$ cat src/rtl/not_pkg.sv
// not_pkg: shared definitions for the not_pipe inversion pipeline.
//   MODE_W  : width of the inversion-mode field
//   mode_e  : inversion mode encodings (PASS, INV_ALL, INV_MASK, INV_ALT)
package not_pkg;

  localparam int MODE_W = 2;

  typedef enum logic [MODE_W-1:0] {
    MODE_PASS     = 2'b00,
    MODE_INV_ALL  = 2'b01,
    MODE_INV_MASK = 2'b10,
    MODE_INV_ALT  = 2'b11
  } mode_e;

endpackage

$ cat src/rtl/not_skid_fifo.sv
// not_skid_fifo: 2-entry FIFO with valid/ready on both sides.
//   clk, rst_n           : clock, async active-low reset (clears storage)
//   in_valid/in_ready    : upstream handshake; in_ready is a flop output
//   in_data              : upstream data (WIDTH bits)
//   out_valid/out_ready  : downstream handshake
//   out_data             : head-of-queue data (WIDTH bits)
module not_skid_fifo #(
  parameter int WIDTH = 8
) (
  input  logic             clk,
  input  logic             rst_n,
  input  logic             in_valid,
  output logic             in_ready,
  input  logic [WIDTH-1:0] in_data,
  output logic             out_valid,
  input  logic             out_ready,
  output logic [WIDTH-1:0] out_data
);

  logic [1:0][WIDTH-1:0] mem_q;
  logic                  rd_ptr_q, wr_ptr_q;
  logic [1:0]            cnt_q, cnt_d;
  logic                  rdy_q;
  logic                  push, pop;

  assign push      = in_valid & rdy_q;
  assign out_valid = (cnt_q != 2'd0);
  assign pop       = out_valid & out_ready;
  assign in_ready  = rdy_q;
  assign out_data  = mem_q[rd_ptr_q];

  always_comb begin
    cnt_d = cnt_q;
    case ({push, pop})
      2'b10:   cnt_d = cnt_q + 2'd1;
      2'b01:   cnt_d = cnt_q - 2'd1;
      default: cnt_d = cnt_q;
    endcase
  end

  // Ready is registered from next occupancy: a pop while full frees a slot
  // that only becomes visible upstream one cycle later.
  always_ff @(posedge clk or negedge rst_n) begin
    if (!rst_n) begin
      mem_q    <= '0;
      rd_ptr_q <= 1'b0;
      wr_ptr_q <= 1'b0;
      cnt_q    <= 2'd0;
      rdy_q    <= 1'b0;
    end else begin
      if (push) begin
        mem_q[wr_ptr_q] <= in_data;
        wr_ptr_q        <= ~wr_ptr_q;
      end
      if (pop) rd_ptr_q <= ~rd_ptr_q;
      cnt_q <= cnt_d;
      rdy_q <= (cnt_d != 2'd2);
    end
  end

endmodule

$ cat src/rtl/not_pipe.sv
// not_pipe: per-beat bit inversion with a 2-entry output FIFO.
//   clk, rst_n           : clock, async active-low reset
//   mode                 : inversion mode (not_pkg::mode_e), sampled per beat
//   mask                 : per-bit invert enable for INV_MASK
//   in_valid/in_ready    : upstream handshake (in_ready registered)
//   in_data              : upstream data
//   out_valid/out_ready  : downstream handshake
//   out_data             : transformed data
//   inv_cnt              : saturating count of beats with any bit inverted
module not_pipe
  import not_pkg::*;
#(
  parameter int WIDTH = 8,
  parameter int CNT_W = 16
) (
  input  logic              clk,
  input  logic              rst_n,
  input  logic [MODE_W-1:0] mode,
  input  logic [WIDTH-1:0]  mask,
  input  logic              in_valid,
  output logic              in_ready,
  input  logic [WIDTH-1:0]  in_data,
  output logic              out_valid,
  input  logic              out_ready,
  output logic [WIDTH-1:0]  out_data,
  output logic [CNT_W-1:0]  inv_cnt
);

  mode_e            mode_s;
  logic             alt_q, alt_d;
  logic [CNT_W-1:0] cnt_q, cnt_d;
  logic [WIDTH-1:0] inv_vec, xf_data;
  logic             fifo_rdy, accept;

  assign mode_s = mode_e'(mode);
  assign accept = in_valid & fifo_rdy;

  always_comb begin
    inv_vec = '0;
    case (mode_s)
      MODE_PASS:     inv_vec = '0;
      MODE_INV_ALL:  inv_vec = '1;
      MODE_INV_MASK: inv_vec = mask;
      MODE_INV_ALT:  inv_vec = {WIDTH{alt_q}};
    endcase
  end

  assign xf_data = in_data ^ inv_vec;

  always_comb begin
    alt_d = alt_q;
    cnt_d = cnt_q;
    if (accept && mode_s == MODE_INV_ALT) alt_d = ~alt_q;
    // Saturate instead of wrapping at all-ones.
    if (accept && (|inv_vec) && (cnt_q != '1)) cnt_d = cnt_q + CNT_W'(1);
  end

  always_ff @(posedge clk or negedge rst_n) begin
    if (!rst_n) begin
      alt_q <= 1'b0;
      cnt_q <= '0;
    end else begin
      alt_q <= alt_d;
      cnt_q <= cnt_d;
    end
  end

  not_skid_fifo #(.WIDTH(WIDTH)) u_fifo (
    .clk       (clk),
    .rst_n     (rst_n),
    .in_valid  (in_valid),
    .in_ready  (fifo_rdy),
    .in_data   (xf_data),
    .out_valid (out_valid),
    .out_ready (out_ready),
    .out_data  (out_data)
  );

  assign in_ready = fifo_rdy;
  assign inv_cnt  = cnt_q;

endmodule

$ cat config.mk
export PLATFORM = sky130hd
export DESIGN_NAME = not_pipe
export DESIGN_NICKNAME = d
export VERILOG_FILES = /design/src/rtl/not_pkg.sv /design/src/rtl/not_skid_fifo.sv /design/src/rtl/not_pipe.sv
export SDC_FILE = /design/constraint.sdc
export NUM_CORES = 1
export LEC_CHECK = 0
export ABC_AREA = 1
export BUFFER_PORTS_ARGS = -buffer_cell sky130_fd_sc_hd__buf_2
export CAP_MARGIN = 20
export CORE_MARGIN = 2
export CORE_UTILIZATION = 58
export DETAILED_ROUTE_END_ITERATION = 12
export PLACE_DENSITY = 0.84
export SLEW_MARGIN = 10
export SYNTH_ARGS = -nofsm -noshare
export SYNTH_HDL_FRONTEND = slang
export SYNTH_SLANG_ARGS = --single-unit
$ cat constraint.sdc
create_clock -name clk -period 3.5 [get_ports clk]
set_clock_uncertainty 0.05 [all_clocks]
set_input_delay 0.175 -clock clk [delete_from_list [all_inputs] [get_ports clk]]
set_output_delay 0.175 -clock clk [all_outputs]
set_load 0.05 [all_outputs]
[Yosys cells after proc, flatten, opt, wreduce, memory -nomap -nowiden]
Index checks and enable logic that the tools add are counted.
Storage, ports and cells
  register bits: 38
  output and inout port bits: 26
  logic and storage cells: 41
Operators by class
  $add $sub $neg: 3
  $lt $le $gt $ge: 3
  eq/ne operators: 7
  multiplexer cells: 7
  bitwise logic cells: 6
  reductions and logical operators: 7
Operators with widths (count)
  case mux 8 bit (4 select lines): 1
  2-to-1 mux 8 bit: 3
  adder 16 x 1 -> 16 bit (second input constant): 1
  bitwise mux 16 bit: 1
  != test 16 bit (second input constant): 1
  demux 8 bit (select 1 bit): 1
  OR reduction 8 bit: 1
  bitwise XOR 8 bit: 1
  == test 2 bit (second input constant): 3
  == test 2 x 1 -> 1 bit (second input constant): 2
  logical AND 1 bit: 4
  < comparator 1 x 2 -> 1 bit (second input constant): 2
  case mux 2 bit (2 select lines): 1
  inverter 1 bit: 3
  adder 2 x 1 -> 2 bit (second input constant): 1
  bitwise AND 1 bit: 2
  zero test 2 bit: 1
  != test 2 bit (second input constant): 1
  nonzero test 2 bit: 1
  subtractor 2 x 1 -> 2 bit (second input constant): 1
  greater-or-equal comparator 1 bit (second input constant): 1

[Logic depth before layout (Yosys ltp)]
Gate-level depths: netlist (run 1).
  word-level depth: 5
  mapped depth: 10
  depth with buffers taken out: 9

[Modules after synthesis]
From an unflattened synthesis (run 1), not the netlist that was laid out.
Unflattened totals
  cell total of the unflattened synthesis: 308
  area, all modules: 2331.0 um2
Modules (own cells, without submodules)
  not_pipe: times used 1, cells each 195, area each 1353.8 um2, sequential area each 425.4 um2
  not_skid_fifo: times used 1, cells each 113, area each 977.2 um2, sequential area each 525.5 um2

[Worst setup path before layout (run 1)]
OpenSTA, ideal clock, no wires.
  kind: register to register
  from: register cnt_q[0] (netlist: inv_cnt[0])
  to: register cnt_q[2] (netlist: inv_cnt[2])
  library setup time: 120 ps
  arrival: 1873 ps
  required time: 3330 ps
  slack: 1457 ps
  cell stages (with the launch flop): 10
  cells stage by stage: dfrtp_1 > ha_1 > nand3_2 > nor2_4 > nand2_2 > nor2_4 > nand2_4 > buf_2 > nand4_1 > nand2_1
Between the ends
  longest elaborated chain between the ends: 2
  elaborated cells between the ends (all ways): 3
RTL lines
  start, declared: line not_pipe.sv:31  | logic [CNT_W-1:0] cnt_q, cnt_d;
  start signal, assigned: line not_pipe.sv:64  | cnt_q <= cnt_d;
  parallel branches: the longest is 2 deep, another holds adder 16 x 1 -> 16 bit
Several ways; the timed one is not identified.
A chain may end at the register's enable or synchronous reset.

[Worst setup path after layout (run 1)]
  from: register cnt_q[0] (netlist: inv_cnt[0])
  to: register cnt_q[9] (netlist: inv_cnt[9])
Same word-level chain as after synthesis.

==> results of run 1 <==
cell families (layout without fill, tap and decap cells):
group           count (synthesis)  after routing  share of synthesized area
flops                          38             38                      0.430
fa+ha+maj                       2              2                     0.0113
compound gates                 24             24                     0.0595
simple gates                  187            187                      0.381
buf+inv                        28             75                     0.0544
xor+xnor                       16             16                     0.0634
worst paths after layout:
check / slack, ns / from / to / cells past startpoint
worst min register to register: 0.44 / u_fifo.mem_q[1] / u_fifo.mem_q[1] / 2
worst max-delay path: 1.57 / inv_cnt[0] / inv_cnt[9] / 9
worst min-delay path: 0.14 / out_ready / u_fifo.rd_ptr_q / 3
max in group asynchronous: 2.41 / rst_n / inv_cnt[11] / 2
worst max register to register: 1.57 / inv_cnt[0] / inv_cnt[9] / 9
min in group asynchronous: 0.47 / rst_n / inv_cnt[5] / 2
stage by stage:
stage | power [mW] | hold slack, ns | cell area, um2 | cells
after global routing | 2.15 | 0.162 | 2580 | 390
after CTS | 2.01 | 0.135 | 2580 | 390
after floorplan | 1.44 | -0.171 | 2210 | 295
after global placement | 1.63 | 0.267 | 2460 | 381
final | 2.00 | 0.135 | 2580 | 390
after detailed placement | 1.65 | 0.272 | 2460 | 381
Yosys cell counts (3+ instances only):
library cell  instances
inv_2                 3
xnor2_1              10
clkbuf_1              4
nand2_1             123
nand4_1              21
dfrtp_1              38
o21ai_0              21
xor2_1                6
nand3b_1              3
buf_2                 3
nand3_1              13
nor2_1               16
inv_1                14
flip-flops by register name, summed over array words and instances (netlist names):
signal / flops
inv_cnt: 16
u_fifo.mem_q: 16
u_fifo.cnt_q: 2
alt_q: 1
u_fifo.in_ready: 1
u_fifo.rd_ptr_q: 1
u_fifo.wr_ptr_q: 1
power groups by stage:
stage	sequential (mW)	clock (mW)	combinational, mW
floorplan	0.795	0	0.645
global placement	0.721	0	0.909
detailed placement	0.722	0	0.931
CTS	0.719	0.352	0.936
global route	0.743	0.373	1.03
finish	0.723	0.348	0.929
worst max-delay path, stage by stage (launching register included):
cell     delay (ns)
dfrtp_1        0.47
ha_1           0.25
nand3_2        0.14
nor2_4         0.19
nand2_2        0.10
nor2_4         0.12
nand2_4        0.14
nand3_4        0.24
nand2_1        0.08
nand2_1        0.08
metal layers:
layer	wire length (um)	part of all wire
met5	0	0
met4	90	0.018
met3	304	0.060
met2	2450	0.48
met1	2260	0.44
area by class of cell:
cell class	count	area, um2
inverters	19	71.3
flip-flops and latches	38	951
multi-input cells	229	1140
fillers	297	1080
repair buffers	48	245
clock buffers	8	110
well taps	48	60.1
==> results.tsv, run 1 <==
stage	metric	value	unit
route	drtIter0Drc	256	
route	ant_nets	0	
timing	worst_slack	1.57	ns
worst_hold_path	hold_path_class	in -> reg	
final_layout	utilization	0.704	
clocking	cts_setup_buffers	0	
final_layout	layout-drive-gt1-share	0.202	
placement	pre_cts_ws	1.63	ns
worst_setup_path	critPathKind	reg -> reg	
run_status	status	finished, final reports clean	
clocking	root_buffer	clkbuf_8	
clocking	clockBufferDepth	2	
timing	finalHoldViolCount	0	
logic_synthesis	yosysWarnings	0	
logic_synthesis	synth.top_cell.area_share	0.430	
power_and_ir_drop	leakagePower	1.37	nW
logic_synthesis	yosysUniqueCellTypes	26	
timing	fmax	519	MHz
timing	worst_slew_pin_slew	0.830	ns
power_and_ir_drop	power.density	776	mW/mm2
floorplanning	start_util	0.604	
route	wl	5110	um
logic_synthesis	ys_ff_latch	38	
worst_setup_path	crit_arrival	2.10	ns
logic_synthesis	synth_top_area_cell	dfrtp_1	
final_layout	syn_to_final_growth	16.6	%
power_and_ir_drop	internal_power	1.03	mW
route	vias	2080	
floorplanning	fp.dieW	65.7	um
global_route	grtUsageMet1	0.353	
final_layout	mostFrequentLayoutCells	nand2_1 (123), buf_2 (47), dfrtp_1 (38)	
clocking	cts_htree_levels	2	
placement	place_congestion	0.871	
route	post_drt_wl_per_cell	13.1	um
logic_synthesis	synth_edf_count	0	
timing	slew_headroom	0.447	
global_route	grt_pass1_vias	1932	
floorplanning	die_y	65.7	um
clocking	cts_tree	yes	
logic_synthesis	synth_ff_type	dfrtp_1	
route	avgViaCountPerCell	5.33	
floorplanning	std_cell_rows	22	
global_route	grt_max_degree	39	
logic_synthesis	synthesis.nets	319	
worst_setup_path	worstPathRequired	3.68	ns
power_and_ir_drop	p_sw_frac	0.484	
global_route	grt-ovfl-total	0	
logic_synthesis	ys_top_cells_by_area	dfrtp_1 (43%), nand2_1 (21%), nand4_1 (5.9%)	
floorplanning	core	0.00366	mm2
clocking	path_clk_slew	0.07	ns
logic_synthesis	async_flop_share	1.00	
logic_synthesis	synth_seq_area_share	0.430	
power_and_ir_drop	ir_worst_vdd	489	uV
power_and_ir_drop	pwr-share-seq	0.361	
clocking	numCtsBuffers	5	
global_route	top_usage_layer	met2	
clocking	ctsHoldBuffers	1	
timing	rsz0062_at_grt	false	
flow_run	cap_violations	0	
global_route	use_met2	0.439	
final_layout	antenna_cells	0	
placement	place_hpwl	3550	um
power_and_ir_drop	power_frac_comb	0.465	
worst_setup_path	cp_max_fo	17	
logic_synthesis	synth_area	0.00221	mm2
global_route	gr-usage-met3	0.0411	
final_layout	layout_commonest_cell	nand2_1	
power_and_ir_drop	power_switching	968	uW
floorplanning	ios	48	
clocking	cts_resized	0	
global_route	antenna_found_initial	0	
worst_setup_path	worstSetupStartpointType	flip-flop	
clocking	clk_latency	0.29	ns
global_route	grt_first_pass_wirelength	8830	um
placement	numPortBuffers	47	
clocking	clock-sinks	38	
final_layout	nets	365	
logic_synthesis	avgSynthCellArea	7.49	um2
route	first_pass_iters	4	
timing	fin_crit	1.93	ns
global_route	track_usage	0.266	
worst_setup_path	worst_setup_path_end_kind	flip-flop	
timing	post-route-period-util	0.550	
timing	finalSetupTns	0	ns
floorplanning	die_area	0.00432	mm2
timing	slew_violations	0	
route	drc	0	
logic_synthesis	syn_inst	295	
timing	setup_viol	0	
power_and_ir_drop	power_frac_clock	0.174	
Note: power is estimated with default switching activity, not from simulation.
==> run 2: changes to the inputs <==
Settings changed: ABC_AREA 1 to 0, CORE_UTILIZATION 58 to 47, PLACE_DENSITY 0.84 to 0.75.
Clock period 3.5 ns to 1.6 ns, I/O delays scaled along.
==> run 2 against run 1 <==
  * Sequential share of layout area shrank 1.1 points
  * Design area grew 4.2%
  * Routed wire length shrank 17%
  * Critical path type unchanged
  * The flow now finishes with violations (negative setup slack)
  * Non-clock buffer count grew 43
  * First-iteration DRC count shrank 59%
  * Worst setup slack lost 1.8 ns
  * Highest routed layer unchanged
==> results.tsv, run 2 <==
stage	metric	value	unit	change
route	wl	4250	um	-17%
logic_synthesis	synthMuxAreaShare	0.0725		+0.0725
clocking	cts_htree_levels	2		unchanged
timing	rsz0062_at_grt	true		
logic_synthesis	yosys-top-cells-count	dfrtp_1 (38), nand2_1 (22), o21ai_0 (18), xnor2_1 (15), mux2_2 (12)		
timing	slew_violations	0		unchanged
final_layout	final_cells	315		-19%
route	avgViaCountPerCell	5.15		-3.5%
logic_synthesis	synthesis.nets	200		-37%
global_route	track_usage	0.223		-0.0434
timing	worst_slack	-0.180	ns	-1.75 ns
clocking	numCtsBuffers	5		unchanged
route	first_pass_iters	4		unchanged
route	vias	1621		-22%
logic_synthesis	synth.top_cell.area_share	0.510		+0.0797
timing	post-route-period-util	1.11		+0.562
logic_synthesis	synthSimpleGateAreaFrac	0.184		-0.197
logic_synthesis	synth_compound_area_frac	0.0812		+0.0218
worst_setup_path	crit_family	simple AND/OR/NAND/NOR gates		
final_layout	final_area	0.00268	mm2	+4.2%
worst_hold_path	hold_path_class	in -> reg		
logic_synthesis	synth_seq_area_share	0.510		+0.0797
logic_synthesis	synth_area	0.00186	mm2	-16%
global_route	grt_max_degree	32		-18%
timing	fin_crit	1.78	ns	-0.146 ns
floorplanning	std_cell_rows	22		unchanged
worst_setup_path	critPathKind	reg -> reg		
logic_synthesis	ys_top_cells_by_area	dfrtp_1 (51%), mux2_2 (7.2%), xnor2_1 (7.0%)		
timing	worst_slew_pin_slew	0.687	ns	-0.143 ns
timing	setup_viol	16		+16
global_route	grt_first_pass_wirelength	7480	um	-15%
power_and_ir_drop	ir_worst_vdd	1180	uV	+140%
clocking	cts_tree	yes		
placement	place_congestion	0.823		-5.5%
floorplanning	fp.dieW	67.0	um	+1.9%
run_status	status	complete, but fails checks		
floorplanning	start_util	0.498		-0.106
route	drc	0		unchanged
global_route	antenna_found_initial	0		unchanged
run_status	violations	negative setup slack		
timing	fmax	562	MHz	+8.2%
timing	holdWs	0.0476	ns	-0.0876 ns
route	post_drt_wl_per_cell	13.5	um	+3.1%
floorplanning	die_area	0.00449	mm2	+3.9%
final_layout	layout-drive-gt1-share	0.521		+0.319
final_layout	antenna_cells	0		unchanged
final_layout	utilization	0.717		+0.0132
clocking	clk_latency	0.29	ns	about the same
logic_synthesis	synth_top_family_by_area	simple AND/OR/NAND/NOR gates		
final_layout	nets	291		-20%
worst_setup_path	worstSetupStartpointType	flip-flop		
floorplanning	die_y	67.0	um	+1.9%
placement	pre_cts_ws	-0.171	ns	-1.81 ns
power_and_ir_drop	power.density	1760	mW/mm2	+130%
worst_setup_path	worst_setup_path_end_kind	flip-flop		
logic_synthesis	yosysWarnings	0		unchanged
floorplanning	ios	48		unchanged
placement	place_hpwl	3110	um	-12%
route	ant_nets	0		unchanged
worst_setup_path	cp_cell_sequence	ha_4, and2_4, nand3_2, or4_4, nand2_4, mux2_4		
logic_synthesis	yosysMostFrequentCell	dfrtp_1		
timing	slew_headroom	0.542		+0.0951
final_layout	syn_to_final_growth	44.0	%	
logic_synthesis	yosysUniqueCellTypes	30		+15%
logic_synthesis	ys_ff_latch	38		unchanged
logic_synthesis	synth_top_area_cell	dfrtp_1		
global_route	grt-ovfl-total	0		unchanged
clocking	path_clk_slew	0.07	ns	about the same
logic_synthesis	synth_edf_count	0		unchanged
global_route	grt_pass1_vias	1651		-15%
logic_synthesis	avgSynthCellArea	10.6	um2	+41%
floorplanning	core	0.00374	mm2	+2.3%
worst_setup_path	cpPeakStageDelay	0.47	ns	about the same
placement	dp_cells	303		-20%
clocking	clock-sinks	38		unchanged
placement	dpl-instance-area	0.00249	mm2	+1.4%
worst_setup_path	worstPathRequired	1.72	ns	-1.96 ns
clocking	root_buffer	clkbuf_8		
worst_setup_path	crit_buf_inv	0		unchanged
logic_synthesis	async_flop_share	1.00		unchanged
placement	numPortBuffers	47		unchanged
timing	finalHoldViolCount	0		unchanged
power_and_ir_drop	leakagePower	1.30	nW	-5.0%
route	drtIter0Drc	105		-59%
flow_run	cap_violations	0		unchanged
logic_synthesis	synthXorXnorAreaFrac	0.117		+0.0540
logic_synthesis	synth_ff_type	dfrtp_1		
worst_setup_path	cp_max_fo	3		-14
clocking	clockBufferDepth	2		unchanged
logic_synthesis	syn_inst	176		-40%
final_layout	mostFrequentLayoutCells	buf_2 (47), buf_4 (41), dfrtp_1 (30)		
worst_setup_path	cp_slowest_cell	or4_4		
worst_setup_path	crit_arrival	1.90	ns	-0.20 ns
final_layout	layout_commonest_cell	buf_2		
logic_synthesis	synthAdderAreaFrac	0.0134		+0.00210
-- run 2: cell types whose count changed after synthesis, sizes merged, moves of 4 or more --
cell,previous run,this run
inv,17,1
xor2,6,10
a21oi,2,9
nand3,16,8
and2,0,4
xnor2,10,15
nor2,18,2
nand2,126,22
mux2,0,12
and3,0,6
nand4,21,11
-- run 2: repair_timing --
action	4_1_cts	5_1_grt
gates resized for setup	9	2
pin swaps	4	7
endpoints found under the hold margin	29	0
hold buffers	1	0
setup buffers	2	2
endpoints found under the setup margin	25	18
-- run 2: kinds of logic (layout without fill, tap and decap cells) --
family / count (synthesis) / after routing
AOI/OAI and AO/OA: 29 / 29
xor gates and xnor gates: 25 / 25
adders and majority gates: 2 / 2
buffers and inverters: 8 / 99
DFF: 38 / 38
muxes: 12 / 12
and+or+nand+nor: 62 / 62
-- run 2: routing by layer --
layer | track usage | vias up | part of all wire | wire (um)
met5 | 0 | - | 0 | 0
met3 | 0.0490 | 5 | 0.044 | 189
met1 | 0.309 | 775 | 0.47 | 1980
li1 | - | 797 | - | -
met4 | 0.0689 | 0 | 0.011 | 46
met2 | 0.349 | 44 | 0.48 | 2030
-- run 2: power by group --
part           switching (mW)  internal (mW)  leakage, nW
combinational            1.47          0.879        0.769
clock                   0.325          0.499       0.0573
sequential              0.236           1.31        0.473
total                    2.03           2.68         1.30
-- run 2: layout make-up --
class / count / area, um2
inverter: 1 / 3.75
sequential: 38 / 961
clock inverter: 1 / 30.0
tap: 48 / 60.1
fill: 281 / 1060
multi-input combinational: 130 / 971
clock buffer: 6 / 82.6
timing repair buffer: 91 / 576
-- run 2: worst paths after layout --
| check | slack, ns | to | start | depth (start not counted) |
|---|---|---|---|---|
| worst min register to register | 0.43 | u_fifo.mem_q[3] | u_fifo.mem_q[3] | 2 |
| worst max-delay path | -0.18 | inv_cnt[1] | inv_cnt[0] | 6 |
| max in group asynchronous | 0.62 | u_fifo.mem_q[12] | rst_n | 3 |
| min in group asynchronous | 0.32 | inv_cnt[8] | rst_n | 2 |
| worst max register to register | -0.18 | inv_cnt[1] | inv_cnt[0] | 6 |
| worst min-delay path | 0.05 | alt_q | in_valid | 3 |
-- run 2: tightest hold or removal path, delay by kind of cell --
| kind | cells | cell delay (ns) |
|---|---|---|
| XOR/XNOR | 1 | 0.06 |
| buffers and inverters | 1 | 0.12 |
| AND/OR/NAND/NOR | 1 | 0.09 |
-- run 2: stage by stage --
| step | setup TNS [ns] | total power, mW |
|---|---|---|
| floorplan | -4.24 | 3.18 |
| global placement | -1.61 | 3.82 |
| detailed placement | -1.90 | 3.88 |
| CTS | -1.90 | 4.74 |
| global route | -2.86 | 5.03 |
| finish | -1.73 | 4.72 |
